[src/rtl/hazard_ctrl.sv]
// Hazard controller: load-use bubbles, branch/jump flushes and MDU stalls.
// Also keeps saturating counters of load-use and flush events.
module hazard_ctrl #(
   parameter int unsigned MUL_LAT = 4,
   parameter int unsigned DIV_LAT = 16
) (
   input  logic        clk,
   input  logic        reset,
   input  logic [4:0]  ID_RegRs,
   input  logic [4:0]  ID_RegRt,
   input  logic        ID_UsesRt,
   input  logic        ID_Jump,
   input  logic        EX_MemRead,
   input  logic [4:0]  EX_RegWrAddr,
   input  logic        EX_BranchTaken,
   input  logic        EX_MDUStart,
   input  logic        EX_MDUIsDiv,
   output logic        PC_stall,
   output logic        IF_ID_stall,
   output logic        IF_ID_flush,
   output logic        ID_stall,
   output logic        ID_flush,
   output logic        EX_MEM_flush,
   output logic        MDU_busy,
   output logic        MDU_done,
   output logic [15:0] LoadUse_cnt,
   output logic [15:0] Flush_cnt
);

   typedef enum logic [1:0] {
      IDLE = 2'd0,
      BUSY = 2'd1,
      DONE = 2'd2
   } state_t;

   localparam logic [7:0] MUL_CNT = 8'(MUL_LAT - 1);
   localparam logic [7:0] DIV_CNT = 8'(DIV_LAT - 1);

   state_t      state_q, state_d;
   logic [7:0]  cnt_q, cnt_d;
   logic [15:0] lu_cnt_q, lu_cnt_d;
   logic [15:0] fl_cnt_q, fl_cnt_d;

   logic lu;
   logic ms;
   logic apply_lu;
   logic apply_fl;

   // Hazard detection; $zero never creates a dependency
   always_comb begin
      lu = EX_MemRead && (EX_RegWrAddr != 5'd0) &&
           ((EX_RegWrAddr == ID_RegRs) ||
            (ID_UsesRt && (EX_RegWrAddr == ID_RegRt)));
      ms = ((state_q == IDLE) && EX_MDUStart) || (state_q == BUSY);
   end

   // MDU sequencer next state; start is ignored in DONE to avoid retrigger
   always_comb begin
      state_d = state_q;
      cnt_d   = cnt_q;
      unique case (state_q)
         IDLE: begin
            if (EX_MDUStart) begin
               state_d = BUSY;
               cnt_d   = EX_MDUIsDiv ? DIV_CNT : MUL_CNT;
            end
         end
         BUSY: begin
            cnt_d = cnt_q - 8'd1;
            if (cnt_q == 8'd1) state_d = DONE;
         end
         DONE: state_d = IDLE;
         default: begin
            state_d = IDLE;
            cnt_d   = 8'd0;
         end
      endcase
   end

   // Prioritised pipeline controls, all forced low while in reset
   always_comb begin
      PC_stall     = 1'b0;
      IF_ID_stall  = 1'b0;
      IF_ID_flush  = 1'b0;
      ID_stall     = 1'b0;
      ID_flush     = 1'b0;
      EX_MEM_flush = 1'b0;
      MDU_busy     = 1'b0;
      MDU_done     = 1'b0;
      apply_lu     = 1'b0;
      apply_fl     = 1'b0;
      if (reset) begin
         MDU_busy = ms;
         MDU_done = (state_q == DONE);
         if (ms) begin
            PC_stall     = 1'b1;
            IF_ID_stall  = 1'b1;
            ID_stall     = 1'b1;
            EX_MEM_flush = 1'b1;
         end else if (EX_BranchTaken) begin
            IF_ID_flush = 1'b1;
            ID_flush    = 1'b1;
            apply_fl    = 1'b1;
         end else if (lu) begin
            PC_stall    = 1'b1;
            IF_ID_stall = 1'b1;
            ID_flush    = 1'b1;
            apply_lu    = 1'b1;
         end else if (ID_Jump) begin
            IF_ID_flush = 1'b1;
            apply_fl    = 1'b1;
         end
      end
   end

   // Saturating event counters
   always_comb begin
      lu_cnt_d = lu_cnt_q;
      fl_cnt_d = fl_cnt_q;
      if (apply_lu && (lu_cnt_q != 16'hFFFF)) lu_cnt_d = lu_cnt_q + 16'd1;
      if (apply_fl && (fl_cnt_q != 16'hFFFF)) fl_cnt_d = fl_cnt_q + 16'd1;
   end

   // State and counter registers
   always_ff @(posedge clk or negedge reset) begin
      if (!reset) begin
         state_q  <= IDLE;
         cnt_q    <= 8'd0;
         lu_cnt_q <= 16'd0;
         fl_cnt_q <= 16'd0;
      end else begin
         state_q  <= state_d;
         cnt_q    <= cnt_d;
         lu_cnt_q <= lu_cnt_d;
         fl_cnt_q <= fl_cnt_d;
      end
   end

   assign LoadUse_cnt = lu_cnt_q;
   assign Flush_cnt   = fl_cnt_q;

endmodule

[config.mk]
export PLATFORM = sky130hd
export DESIGN_NAME = hazard_ctrl
export DESIGN_NICKNAME = d
export VERILOG_FILES = /design/src/rtl/hazard_ctrl.sv
export SDC_FILE = /design/constraint.sdc
export NUM_CORES = 1
export LEC_CHECK = 0
export ABC_AREA = 1
export CAP_MARGIN = 5
export CORE_UTILIZATION = 55
export CTS_CLUSTER_SIZE = 20
export DETAILED_ROUTE_END_ITERATION = 7
export PLACE_DENSITY_LB_ADDON = 0.2
export SLEW_MARGIN = 15
export SYNTH_ARGS = -nofsm -noshare
export SYNTH_HDL_FRONTEND = slang
export SYNTH_SLANG_ARGS = --single-unit
[constraint.sdc]
create_clock -name clk -period 4.1 [get_ports clk]
set_input_delay 1.025 -clock clk [delete_from_list [all_inputs] [get_ports clk]]
set_output_delay 1.025 -clock clk [all_outputs]
set_load 0.005 [all_outputs]
==> metrics.txt <==
run status=finished, final reports clean; Async S/R FF share, synth=100%; synth warn=0; worst slew pin tran=0.527 ns; final core utilization=71.8%; CP required=3.07 ns; Hold Buf Count CTS=0; CP Launch Type=input pin; initial antenna violation count=0; first-pass GRT wire length=11.1 mm; Yosys cell types=30; final wirelength=6.72 mm; share of cells above drive strength 1=6.45%; leakage=1.89 nW; Final period util=96.0%; Cell Int Power=0.000627 W; Overflow after GRT=0; NetSw=0.000185 W; met2 WL=3.32 mm; maximum net fanout on the critical path=4; Ports=63; Clock Tree Buf Depth=2; RSZ-0062 raised after global routing=no; Post-Synthesis Cell Area=2900 µm²; peak supply drop=0.209 mV; Final Hold Viols=0; met3 wire len=329 µm; port buffer count=62; all-layer global routing usage=26.0%; Placement Rows=26; Syn Nets=432; r2r startpoint=Flush_cnt[0]; largest net degree at the start of global routing=43; Syn Area/Cell=7.16 µm²; Vias=2803; top-count cell post-synth=nand2_1; fin nets=491; core area=5070 µm²; Syn Inst Count=405; Max Used Layer=met4; Switching Share=22.8%; Fin Setup TNS=0 ns; dpl cell area=3530 µm²; WS Path Type=input pin to output port; Flop pwr share=51.0%; R2R Setup Slk=1.83 ns; worst r2r dst=Flush_cnt[8]; hpwl dp=4.81 mm; root buf cell=clkbuf_8; Layout Skew=0.00997 ns; cell area power density=223 nW/µm²; max cap viols=0; Worst Hold Path EP=cnt_q[6]; max_slew headroom=64.8%; Hold Path Class=flop to flop; Final Critical Period=3.93 ns; M1 WL=2.97 mm; clock latency at the later pin of the worst-skew pair=0.30 ns; H-tree Lvls=2; Yosys reg bits=42; Pwr Total=0.000812 W; clock power share=41.5%; placer congestion estimate=0.829; Hold Slack=0.499 ns; ANT nets after route=0; Area contributors post-synth=dfrtp_1 36%, nand2_1 15%, inv_1 7.3%; Worst-path clk slew=0.08 ns; Final Cell Area=3650 µm²; DRT iter0 DRCs=174; DRT Pass-1 Iters=4; dominant synthesized flop cell=dfrtp_1; clock sink total=42; Gate power share=7.5%; Post-synth EDFFs=0; largest area contributor in the netlist=dfrtp_1; Max Slew Vio Count=0; CTS tree=yes; initial core utilization=57.1%; die area=5560 µm²; # diodes=0; TritonCTS Buffers=5; post-synthesis sequential area ratio=36.3%; Die W=74.6 µm; R2R cell count=7; fmax=254 MHz; hold depth=1; Yosys top cell area share=36.3%; final setup vio count=0; chip height=74.6 µm; Via-to-Cell Ratio=5.24; drt drc=0; start point of the worst hold path=cnt_q[6]; Resized cells post-CTS=0; wire per inst=12.6 µm; Post-CTS Setup Inserts=0; Arr. time, crit path=2.91 ns; Post-synth top cells=112 x nand2_1, 56 x inv_1, 42 x dfrtp_1; Area Overhead vs Synth=25.8%; crit end category=output port; vias in the first global route=2496; Filler cells=423
critical path: stages:
cell and delay [ns]:
clkdlybuf4s50_1 0.54, inv_2 0.05, nand2_1 0.05, nand2_1 0.05
nor2_1 0.11, nand3_1 0.09, nand2_2 0.12, nand3_4 0.08
a21oi_1 0.24, clkdlybuf4s50_1 0.55
flip-flops by register name, summed over array words and instances, names as in the netlist:
signal and flops:
cnt_q 8, LoadUse_cnt 16, state_q 2, Flush_cnt 16
worst max path at each step:
stage	from	end	slack [ns]
floorplan	EX_RegWrAddr[3]	PC_stall	1.00
global placement	EX_RegWrAddr[4]	PC_stall	0.21
detailed placement	EX_RegWrAddr[0]	PC_stall	0.19
CTS	EX_RegWrAddr[0]	PC_stall	0.16
global route	EX_RegWrAddr[4]	IF_ID_stall	0.06
finish	EX_RegWrAddr[0]	PC_stall	0.17
metrics by stage:
| step | std cells | setup slack [ns] |
|---|---|---|
| 3_5_place_dp | 527 | 0.190 |
| 5_1_grt | 535 | 0.0617 |
| 6_report | 535 | 0.165 |
| 4_1_cts | 535 | 0.165 |
| 3_3_place_gp | 527 | 0.212 |
| 2_1_floorplan | 405 | 1.00 |
routing by layer:
layer | up-vias | GRT usage (%)
met5 | - | 0
met4 | 0 | 8.81
met3 | 9 | 5.28
met2 | 79 | 43.2
met1 | 1299 | 33.6
li1 | 1416 | -
final cells by class:
class                      instances  area, µm²  share of cell area [%]
multi-input combinational        288       1520                    41.8
sequential                        42       1050                    28.8
timing repair buffer              65        638                    17.5
inverter                          62        233                    6.38
tap                               70       87.6                    2.40
clock buffer                       5       68.8                    1.89
clock inverter                     3       43.8                    1.20
layout by cell type, fill, tap and decap left out, types with 9 or more instances in the layout:
| master | netlist | layout |
|---|---|---|
| o21bai_1 | 16 | 16 |
| xor2_1 | 17 | 17 |
| nand3_1 | 39 | 39 |
| clkdlybuf4s50_1 | 0 | 61 |
| inv_1 | 56 | 56 |
| dfrtp_1 | 42 | 42 |
| nor3_1 | 9 | 9 |
| nand2_1 | 112 | 112 |
| o21ai_0 | 9 | 9 |
| nor2_1 | 34 | 34 |
| nand4_1 | 19 | 19 |
cells by family (layout without fill, tap and decap cells):
family | Yosys count | count (layout) | share of synthesized area, %
buffers and inverters | 75 | 135 | 11.1
adder cells (fa/ha/maj) | 4 | 4 | 1.73
AO/OA/AOI/OAI | 35 | 35 | 8.03
AND/OR/NAND/NOR | 227 | 227 | 36.2
flip-flops | 42 | 42 | 36.3
XOR/XNOR | 22 | 22 | 6.65
power groups by stage:
stage	sequential, W	combinational, W	clock, W
after floorplan	0.000422	0.0000220	0
final	0.000414	0.0000610	0.000337
after CTS	0.000414	0.0000620	0.000348
after detailed placement	0.000422	0.0000612	0
after global routing	0.000414	0.0000682	0.000369
after global placement	0.000422	0.0000607	0
(Power assumes the default switching activity.)
